==> config.mk <==
export PLATFORM = sky130hd
export DESIGN_NAME = spy_fifo_rr_merger_flat
export DESIGN_NICKNAME = d
export VERILOG_FILES = /design/src/rtl/spy_fifo_rr_merger_if.sv /design/src/rtl/spy_fifo_rr_merger.sv /design/src/flat_wrapper.sv
export SDC_FILE = /design/constraint.sdc
export NUM_CORES = 1
export LEC_CHECK = 0
export CORE_AREA = 2 2 507 509
export DETAILED_ROUTE_END_ITERATION = 7
export DIE_AREA = 0 0 509 511
export HOLD_SLACK_MARGIN = 0.03
export SYNTH_ARGS = -nofsm -noshare
export SYNTH_HDL_FRONTEND = slang
export SYNTH_SLANG_ARGS = --single-unit
==> constraint.sdc <==
create_clock -name clock -period 3.05 [get_ports clock]
set_input_delay 0.61 -clock clock [delete_from_list [all_inputs] [get_ports clock]]
set_output_delay 0.61 -clock clock [all_outputs]
set_load 0.1 [all_outputs]
==> src/rtl/spy_fifo_rr_merger_if.sv <==
// Bus between the input spy-FIFO bank, the round-robin merger and the DUT-side FIFO.
// The slave modport is the merger's view of the bus; master is the environment's view.
interface spy_fifo_rr_merger_if #(
    parameter int N_INPUTS   = 4,
    parameter int DATA_WIDTH = 256,
    parameter int SRC_BITS   = 2
);
    logic [N_INPUTS*DATA_WIDTH-1:0] in_data;
    logic [N_INPUTS-1:0]            in_empty;
    logic [N_INPUTS-1:0]            in_read_enable;
    logic [DATA_WIDTH-1:0]          out_data;
    logic [SRC_BITS-1:0]            out_src;
    logic                           out_write_enable;
    logic                           out_almost_full;
    logic                           busy;
    logic                           timeout_err;

    modport slave (
        input  in_data, in_empty, out_almost_full,
        output in_read_enable, out_data, out_src, out_write_enable, busy, timeout_err
    );

    modport master (
        output in_data, in_empty, out_almost_full,
        input  in_read_enable, out_data, out_src, out_write_enable, busy, timeout_err
    );
endinterface

==> src/rtl/spy_fifo_rr_merger.sv <==
// Packet-aware round-robin merger: drains N input FWFT FIFOs into one sink FIFO,
// holding each grant until EOP, tagging words with their source, and guarding stalls.
module spy_fifo_rr_merger #(
    parameter int N_INPUTS   = 4,
    parameter int DATA_WIDTH = 256,
    parameter int SRC_BITS   = 2,
    parameter int TIMEOUT    = 255
) (
    input logic                clock,
    input logic                reset,
    spy_fifo_rr_merger_if.slave bus
);
    typedef enum logic {IDLE, LOCKED} state_t;

    localparam logic [15:0] WDOG_LAST = 16'(TIMEOUT - 1);

    state_t                state_q;
    logic [SRC_BITS-1:0]   grant_q, ptr_q, ptr_d, pick;
    logic [15:0]           wdog_q;
    logic [DATA_WIDTH-1:0] out_data_q, sel_data;
    logic [SRC_BITS-1:0]   out_src_q;
    logic                  out_we_q, busy_q, tmo_q;
    logic                  found, sel_empty, xfer, eop;

    // Mux of the granted input; one-hot compare keeps indices constant.
    always_comb begin
        sel_data  = '0;
        sel_empty = 1'b1;
        for (int i = 0; i < N_INPUTS; i++) begin
            if (grant_q == SRC_BITS'(i)) begin
                sel_data  = bus.in_data[i*DATA_WIDTH +: DATA_WIDTH];
                sel_empty = bus.in_empty[i];
            end
        end
    end

    // First non-empty input at or after ptr_q; lower offsets k are applied last and win.
    always_comb begin
        found = 1'b0;
        pick  = ptr_q;
        for (int k = N_INPUTS - 1; k >= 0; k--) begin
            for (int i = 0; i < N_INPUTS; i++) begin
                if (!bus.in_empty[i] &&
                    ((int'(ptr_q) + k == i) || (int'(ptr_q) + k == i + N_INPUTS))) begin
                    found = 1'b1;
                    pick  = SRC_BITS'(i);
                end
            end
        end
    end

    assign xfer  = (state_q == LOCKED) && !sel_empty && !bus.out_almost_full;
    assign eop   = sel_data[DATA_WIDTH-1];
    assign ptr_d = (int'(grant_q) == N_INPUTS - 1) ? '0 : grant_q + 1'b1;

    always_comb begin
        bus.in_read_enable = '0;
        for (int i = 0; i < N_INPUTS; i++) begin
            if (!reset && xfer && grant_q == SRC_BITS'(i)) bus.in_read_enable[i] = 1'b1;
        end
    end

    always_ff @(posedge clock) begin
        if (reset) begin
            state_q    <= IDLE;
            grant_q    <= '0;
            ptr_q      <= '0;
            wdog_q     <= '0;
            out_data_q <= '0;
            out_src_q  <= '0;
            out_we_q   <= 1'b0;
            busy_q     <= 1'b0;
            tmo_q      <= 1'b0;
        end else begin
            out_we_q <= xfer;
            tmo_q    <= 1'b0;
            if (xfer) begin
                out_data_q <= sel_data;
                out_src_q  <= grant_q;
            end
            case (state_q)
                IDLE: begin
                    wdog_q <= '0;
                    if (found) begin
                        grant_q <= pick;
                        state_q <= LOCKED;
                        busy_q  <= 1'b1;
                    end
                end
                LOCKED: begin
                    if (xfer) begin
                        wdog_q <= '0;
                        if (eop) begin
                            state_q <= IDLE;
                            ptr_q   <= ptr_d;
                            busy_q  <= 1'b0;
                        end
                    end else if (sel_empty) begin
                        // Sink back-pressure alone never advances the watchdog.
                        if (wdog_q == WDOG_LAST) begin
                            tmo_q   <= 1'b1;
                            state_q <= IDLE;
                            ptr_q   <= ptr_d;
                            busy_q  <= 1'b0;
                            wdog_q  <= '0;
                        end else begin
                            wdog_q <= wdog_q + 1'b1;
                        end
                    end
                end
            endcase
        end
    end

    assign bus.out_data         = out_data_q;
    assign bus.out_src          = out_src_q;
    assign bus.out_write_enable = out_we_q;
    assign bus.busy             = busy_q;
    assign bus.timeout_err      = tmo_q;
endmodule

==> src/flat_wrapper.sv <==
// flat-port wrapper written by rule: the top's interface ports become plain ports
module spy_fifo_rr_merger_flat 
#(
    parameter int N_INPUTS   = 4,
    parameter int DATA_WIDTH = 256,
    parameter int SRC_BITS   = 2,
    parameter int TIMEOUT    = 255
)
  (clock, reset, bus_in_data, bus_in_empty, bus_out_almost_full, bus_in_read_enable, bus_out_data, bus_out_src, bus_out_write_enable, bus_busy, bus_timeout_err);
  spy_fifo_rr_merger_if #(.N_INPUTS(N_INPUTS), .DATA_WIDTH(DATA_WIDTH), .SRC_BITS(SRC_BITS)) bus_i ();
  input logic clock;
  input logic reset;
  input wire logic [$bits(bus_i.in_data)-1:0] bus_in_data;
  input wire logic [$bits(bus_i.in_empty)-1:0] bus_in_empty;
  input wire logic [$bits(bus_i.out_almost_full)-1:0] bus_out_almost_full;
  output wire logic [$bits(bus_i.in_read_enable)-1:0] bus_in_read_enable;
  output wire logic [$bits(bus_i.out_data)-1:0] bus_out_data;
  output wire logic [$bits(bus_i.out_src)-1:0] bus_out_src;
  output wire logic [$bits(bus_i.out_write_enable)-1:0] bus_out_write_enable;
  output wire logic [$bits(bus_i.busy)-1:0] bus_busy;
  output wire logic [$bits(bus_i.timeout_err)-1:0] bus_timeout_err;
  assign bus_i.in_data = bus_in_data;
  assign bus_i.in_empty = bus_in_empty;
  assign bus_i.out_almost_full = bus_out_almost_full;
  assign bus_in_read_enable = bus_i.in_read_enable;
  assign bus_out_data = bus_i.out_data;
  assign bus_out_src = bus_i.out_src;
  assign bus_out_write_enable = bus_i.out_write_enable;
  assign bus_busy = bus_i.busy;
  assign bus_timeout_err = bus_i.timeout_err;
  spy_fifo_rr_merger #(.N_INPUTS(N_INPUTS), .DATA_WIDTH(DATA_WIDTH), .SRC_BITS(SRC_BITS), .TIMEOUT(TIMEOUT)) u_core (.clock(clock), .reset(reset), .bus(bus_i));
endmodule
==> run summary, run 1 <==
status -> finished with violations
failing checks -> setup timing
row cnt -> 186
post-route setup slack -> -0.1728 ns
area fraction in compound gates after synthesis -> 0.2611
Final setup viols -> 4
# H-tree levels -> 2
area of placed instances -> 34860 sq um
IO Pins -> 1296
post-route clock period utilization -> 1.057
Setup Slack @ Placement -> -0.1481 ns
crit path cell chain -> inv_2, buf_6, ha_4, nor3b_4, o311ai_4, or3_4, nor2_4, buf_6, and2_4, buf_12
Area growth syn-to-layout -> 116.9%
Starting Density -> 0.06636
Routed Wire Length -> 207.4 mm
Switching Fraction -> 0.4066
mux cell area share after synthesis -> 0.002437
Syn Std Cell Area -> 16940 sq um
fin nets -> 4613
Synth Instances -> 2219
Worst Hold Margin -> 0.3327 ns
post-route cell area -> 36750 sq um
Slew @ Worst Pin -> 0.9325 ns
CTS buffer count -> 44
power share of the clock group -> 0.340
GRT Overall Usage -> 0.1514
die area -> 260100 sq um
Placer Congestion -> 0.9152
power per cell area -> 457.8 nW/um^2
unrepaired setup endpoints after global routing -> true
post-synthesis register bit count -> 282
share of cells above drive strength 1 -> 0.1820
drt initial violations -> 1948
NetSw -> 6.841 mW
Post-synth top flop -> dfxtp_1
Static Leak -> 12.59 nW
CTS sink count -> 282
fmax -> 310.3 MHz
yosys warns -> 0
Async S/R FF share, synth -> 0
first-pass GRT wire length -> 256.3 mm
Worst VDD drop -> 395.4 uV
Worst setup SP type -> register
Most Frequent Cell on Critical Path -> buf_6
CP max stage cell -> or3_4
Chip Height -> 511 um
Port Buf Inserts -> 1295
Final Max Tran Viols -> 0
Worst-path clk slew -> 0.06 ns
Worst Path Required -> 2.44 ns
register area share after synthesis -> 0.3332
number of global-route vias before repair -> 24360
DRC -> 0
total congestion overflow -> 0
root buf cell -> clkbuf_16
hpwl dp -> 182.0 mm
adder-cell share of the synthesized area -> 0.004431
Final ANT Viol Nets -> 0
Avg Inst Size Synth -> 7.635 sq um
largest net degree at the start of global routing -> 126
initial antenna violation count -> 211
Flop pwr share -> 0.243
synthesized net count -> 3256
hold buffer count at CTS -> 0
drt wl/cell -> 29.41 um
Rel. slew slack -> 0.3783
post-synthesis xor/xnor area fraction -> 0.004653
maxcap violations -> 0
fin crit period -> 3.223 ns
Pre-antenna DRT Iters -> 5
final number of hold-violating endpoints -> 0
hold path depth -> 2
Setup TNS -> -0.6757 ns
Clock Skew -> 0.04015 ns
Hold Crit Class -> primary input to register
Max Fanout on Critical Path -> 5
Worst EP arrival -> 2.61 ns
Core ar. -> 255300 sq um
max incr delay on CP -> 0.36 ns
Avg Vias per Cell -> 3.568
largest family of logic cells by synthesized area -> simple AND/OR/NAND/NOR gates
FF-to-FF path depth -> 10
simple-gate share of the synthesized area -> 0.3258
internal power -> 9.983 mW
Netlist cell types -> 46
Post-synth EDFFs -> 0
Worst Path Buf+Inv -> 4
TritonCTS clock tree -> yes
Comb power frac -> 0.417
Setup CP Type -> register to output pin
Skew-Pair Late Insertion Delay -> 0.67 ns
Setup crit end kind -> output pin
Die Wd -> 509 um
maximum root-to-sink buffer count -> 3
WP depth -> 10
via count -> 25160
Top delay family on crit path -> simple AND/OR/NAND/NOR gates
-- per-stage QoR --
| step | power (mW) | util | cells |
|---|---|---|---|
| 4_1_cts | 17.20 | 0.1431 | 6984 |
| 2_1_floorplan | 7.333 | - | 2219 |
| 5_1_grt | 17.56 | 0.1436 | 7016 |
| 3_3_place_gp | 11.22 | 0.1365 | 6901 |
| 3_5_place_dp | 11.23 | 0.1365 | 6901 |
| 6_report | 16.82 | 0.1440 | 7051 |
-- sequential cells by signal, indices dropped and copies added (netlist names), 2 cells and up --
signal,count
u_core.bus.out_data,256
u_core.wdog_q,16
u_core.bus.out_src,2
u_core.grant_q,2
u_core.ptr_q,2
-- what timing repair did --
item                       CTS  global route
pin swaps                    6             4
gates resized for setup     20             5
setup endpoints to repair    8             5
setup buffers                8             5
-- logic make-up (layout without fill, tap and decap cells) --
group | after synthesis | in the layout
xor gates and xnor gates | 9 | 9
AOI/OAI and AO/OA | 551 | 551
DFF | 282 | 282
other | 0 | 62
adders and majority gates | 6 | 6
and+or+nand+nor | 1094 | 1094
muxes | 4 | 4
buffers and inverters | 273 | 1659
-- power by group through the flow --
stage	clock network (mW)	logic (mW)	registers, mW
finish	5.73	7.01	4.09
global route	6.08	7.37	4.11
CTS	6.00	7.12	4.09
detailed placement	0	7.07	4.16
global placement	0	7.06	4.16
floorplan	0	1.48	5.86
-- path summary, 6_finish.rpt --
path                              start                  endpoint  slack, ns
setup / recovery      u_core.grant_q[1]     bus_in_read_enable[1]      -0.17
setup reg to reg      u_core.grant_q[0]  u_core.bus.out_data[181]       0.08
hold / removal                    reset     u_core.bus.out_src[0]       0.33
hold reg to reg   u_core.bus.out_src[0]     u_core.bus.out_src[0]       0.47
-- Yosys cell counts, types with 6 or more instances --
master	instances	area (sq um)
a211oi_1	257	1929
a21oi_1	11	55.05
a221oi_1	256	2242
buf_2	8	40.04
buf_4	23	172.7
clkbuf_1	225	844.6
dfxtp_1	282	5645
ha_1	6	75.07
inv_1	11	41.29
nand2_1	10	37.54
nand3_1	8	40.04
nor2_1	272	1021
nor2b_1	258	1614
nor3_1	514	2572
o21ai_0	9	45.04
or3_1	7	43.79
xnor2_1	8	70.07
-- cell type report --
cell class	count	area (sq um)
Fill cell	28990	218500
Timing Repair Buffer	1573	14770
Multi-Input combinational cell	1664	10360
Sequential cell	282	5648
Tap cell	3384	4234
Clock buffer	56	1206
Clock inverter	19	340.3
Antenna cell	62	155.1
Inverter	11	41.29
-- layout by cell type (no fill, tap or decap), types with 3 or more instances in the layout --
master,n
clkdlybuf4s50_1,1029
nor3_1,512
buf_4,493
dfxtp_1,280
nor2_1,271
a211oi_1,257
nor2b_1,256
a221oi_1,238
diode_2,62
clkbuf_16,44
buf_12,32
a221oi_2,18
buf_2,15
a21oi_1,11
nand2_1,10
inv_1,9
o21ai_0,9
nand3_1,8
xnor2_1,8
bufinv_16,7
or3_1,6
clkbuf_8,6
clkbuf_1,6
nand4_1,5
clkinv_2,5
and2_4,4
a311oi_1,4
ha_4,4
or4_1,3
nor3_2,3
nand2b_1,3
mux2i_1,3
clkinv_4,3
buf_6,3
-- routing by layer --
layer,routed length (um),part of all wire,vias to the layer above,global-route usage
met5,859,0.0041,-,0
met4,6408,0.031,130,0.04077
met2,91560,0.44,1540,0.2436
li1,-,-,11230,-
met1,81920,0.40,11850,0.1744
met3,26640,0.13,409,0.07835
(Power assumes the default switching activity.)
==> run 2, diff against run 1 <==
MAX_ROUTING_LAYER = met4   (was not set)
==> run summary, run 2 (synthesized netlist as in run 1, its figures left out) <==
most frequent cells in the layout -> clkdlybuf4s50_1 (1029), nor3_1 (514), buf_4 (502) (was clkdlybuf4s50_1 (1029), nor3_1 (512), buf_4 (493))
most common cell after layout, fill and taps aside -> clkdlybuf4s50_1 (unchanged)
Most Frequent Cell on Critical Path -> buf_6 (unchanged)
initial antenna violation count -> 207 (was 211)
DRC -> 0 (unchanged)
GR peak layer -> met2 (unchanged)
Chip Height -> 511 um (unchanged)
CTS sink count -> 282 (unchanged)
Area growth syn-to-layout -> 118.1% (was 116.9%)
routing usage on met1 -> 0.1786 (was 0.1744)
Static Leak -> 12.65 nW (was 12.59 nW)
CP max stage cell -> or3_4 (unchanged)
drt initial violations -> 1805 (was 1948)
die area -> 260100 sq um (unchanged)
post-route cell area -> 36960 sq um (was 36750 sq um)
hold buffer count at CTS -> 0 (unchanged)
number of global-route vias before repair -> 24670 (was 24360)
failing checks -> setup timing (unchanged)
Worst setup SP type -> register (unchanged)
unrepaired setup endpoints after global routing -> true (unchanged)
status -> finished with violations (unchanged)
utilization after layout -> 0.1448 (was 0.1440)
Core ar. -> 255300 sq um (unchanged)
Skew-Pair Late Insertion Delay -> 0.67 ns (about the same)
root buf cell -> clkbuf_16 (unchanged)
Top delay family on crit path -> simple AND/OR/NAND/NOR gates (unchanged)
largest net degree at the start of global routing -> 139 (was 126)
IO Pins -> 1296 (unchanged)
max reg flops -> 256 (unchanged)
total congestion overflow -> 0 (unchanged)
final number of hold-violating endpoints -> 0 (unchanged)
fin nets -> 4626 (was 4613)
Placer Congestion -> 0.9189 (was 0.9152)
Worst Hold Margin -> 0.3371 ns (was 0.3327 ns)
max incr delay on CP -> 0.36 ns (about the same)
post-route clock period utilization -> 1.053 (was 1.057)
crit path cell chain -> inv_2, buf_6, ha_4, nor3b_4, o311ai_4, or3_4, nor2_4, buf_6, and2_4, buf_12 (unchanged)
Power, Total -> 16.72 mW (was 16.82 mW)
Worst VDD drop -> 402.8 uV (was 395.4 uV)
Max Fanout on Critical Path -> 5 (unchanged)
# fillers -> 28950 (was 28990)
Worst EP arrival -> 2.60 ns (was 2.61 ns)
area of placed instances -> 35060 sq um (was 34860 sq um)
GRT Overall Usage -> 0.1575 (was 0.1514)
Final ANT Viol Nets -> 0 (unchanged)
Rel. slew slack -> 0.2822 (was 0.3783)
power per cell area -> 452.4 nW/um^2 (was 457.8 nW/um^2)
Die Wd -> 509 um (unchanged)
CTS buffer count -> 43 (was 44)
drt wl/cell -> 29.42 um (was 29.41 um)
Setup crit end kind -> output pin (unchanged)
Avg Vias per Cell -> 3.539 (was 3.568)
Worst Path Required -> 2.44 ns (about the same)
met2 Use GR -> 0.2430 (was 0.2436)
Worst Path Buf+Inv -> 4 (unchanged)
Starting Density -> 0.06636 (unchanged)
share of cells above drive strength 1 -> 0.1853 (was 0.1820)
Final setup viols -> 4 (unchanged)
Final Max Tran Viols -> 0 (unchanged)
maximum root-to-sink buffer count -> 3 (unchanged)
# H-tree levels -> 2 (unchanged)
DP Cell Count -> 6920 (was 6901)
grt met3 use -> 0.07595 (was 0.07835)
fin crit period -> 3.211 ns (was 3.223 ns)
maxcap violations -> 0 (unchanged)
Slew @ Worst Pin -> 1.077 ns (was 0.9325 ns)
Clock Skew -> 0.02421 ns (was 0.04015 ns)
Worst-path clk slew -> 0.06 ns (about the same)
fmax -> 311.5 MHz (was 310.3 MHz)
Port Buf Inserts -> 1295 (unchanged)
Pre-antenna DRT Iters -> 5 (unchanged)
Setup Slack @ Placement -> -0.2286 ns (was -0.1481 ns)
Hold Crit Class -> primary input to register (unchanged)
TritonCTS clock tree -> yes (unchanged)
Setup CP Type -> register to output pin (unchanged)
Setup TNS -> -0.6301 ns (was -0.6757 ns)
row cnt -> 186 (unchanged)
hpwl dp -> 183.7 mm (was 182.0 mm)
first-pass GRT wire length -> 259.0 mm (was 256.3 mm)
Routed Wire Length -> 209.0 mm (was 207.4 mm)
final cell count without fillers -> 7106 (was 7051)
post-route setup slack -> -0.1606 ns (was -0.1728 ns)
via count -> 25150 (was 25160)
[run 2: power by group]
| part | leakage, nW | internal [mW] | total, mW | switching (mW) |
|---|---|---|---|---|
| registers | 2.30 | 3.93 | 4.09 | 0.159 |
| clock network | 0.736 | 3.26 | 5.58 | 2.32 |
| logic | 9.61 | 2.66 | 7.05 | 4.39 |
| total | 12.6 | 9.85 | 16.7 | 6.87 |
[run 2: final timing paths]
check	start	to	cells after the start	slack, ns
setup reg to reg	u_core.grant_q[1]	u_core.bus.out_data[1]	11	0.09
hold / removal	reset	u_core.bus.out_src[1]	2	0.34
hold reg to reg	u_core.bus.out_src[1]	u_core.bus.out_src[1]	2	0.47
setup / recovery	u_core.grant_q[1]	bus_in_read_enable[2]	10	-0.16
[run 2: area by class of cell]
cell class | count | area (sq um) | area share
Timing Repair Buffer | 1587 | 14930 | 0.4041
Antenna cell | 100 | 250.2 | 0.006771
Tap cell | 3384 | 4234 | 0.1146
Sequential cell | 282 | 5648 | 0.1528
Clock inverter | 20 | 251.5 | 0.006805
Clock buffer | 58 | 1264 | 0.03419
Inverter | 11 | 41.29 | 0.001117
Multi-Input combinational cell | 1664 | 10330 | 0.2796
[run 2: timing repair]
action / CTS / global route
resized for setup: 16 / 4
pin swaps: 6 / 4
endpoints found under the setup margin: 6 / 4
cloned: 0 / 0
setup buffers: 6 / 2
[run 2: layer usage]
layer | vias to the layer above | routed length, um
met5 | - | 0
li1 | 11310 | -
met1 | 12050 | 84000
met3 | 295 | 25970
met2 | 1491 | 91530
met4 | 0 | 7540
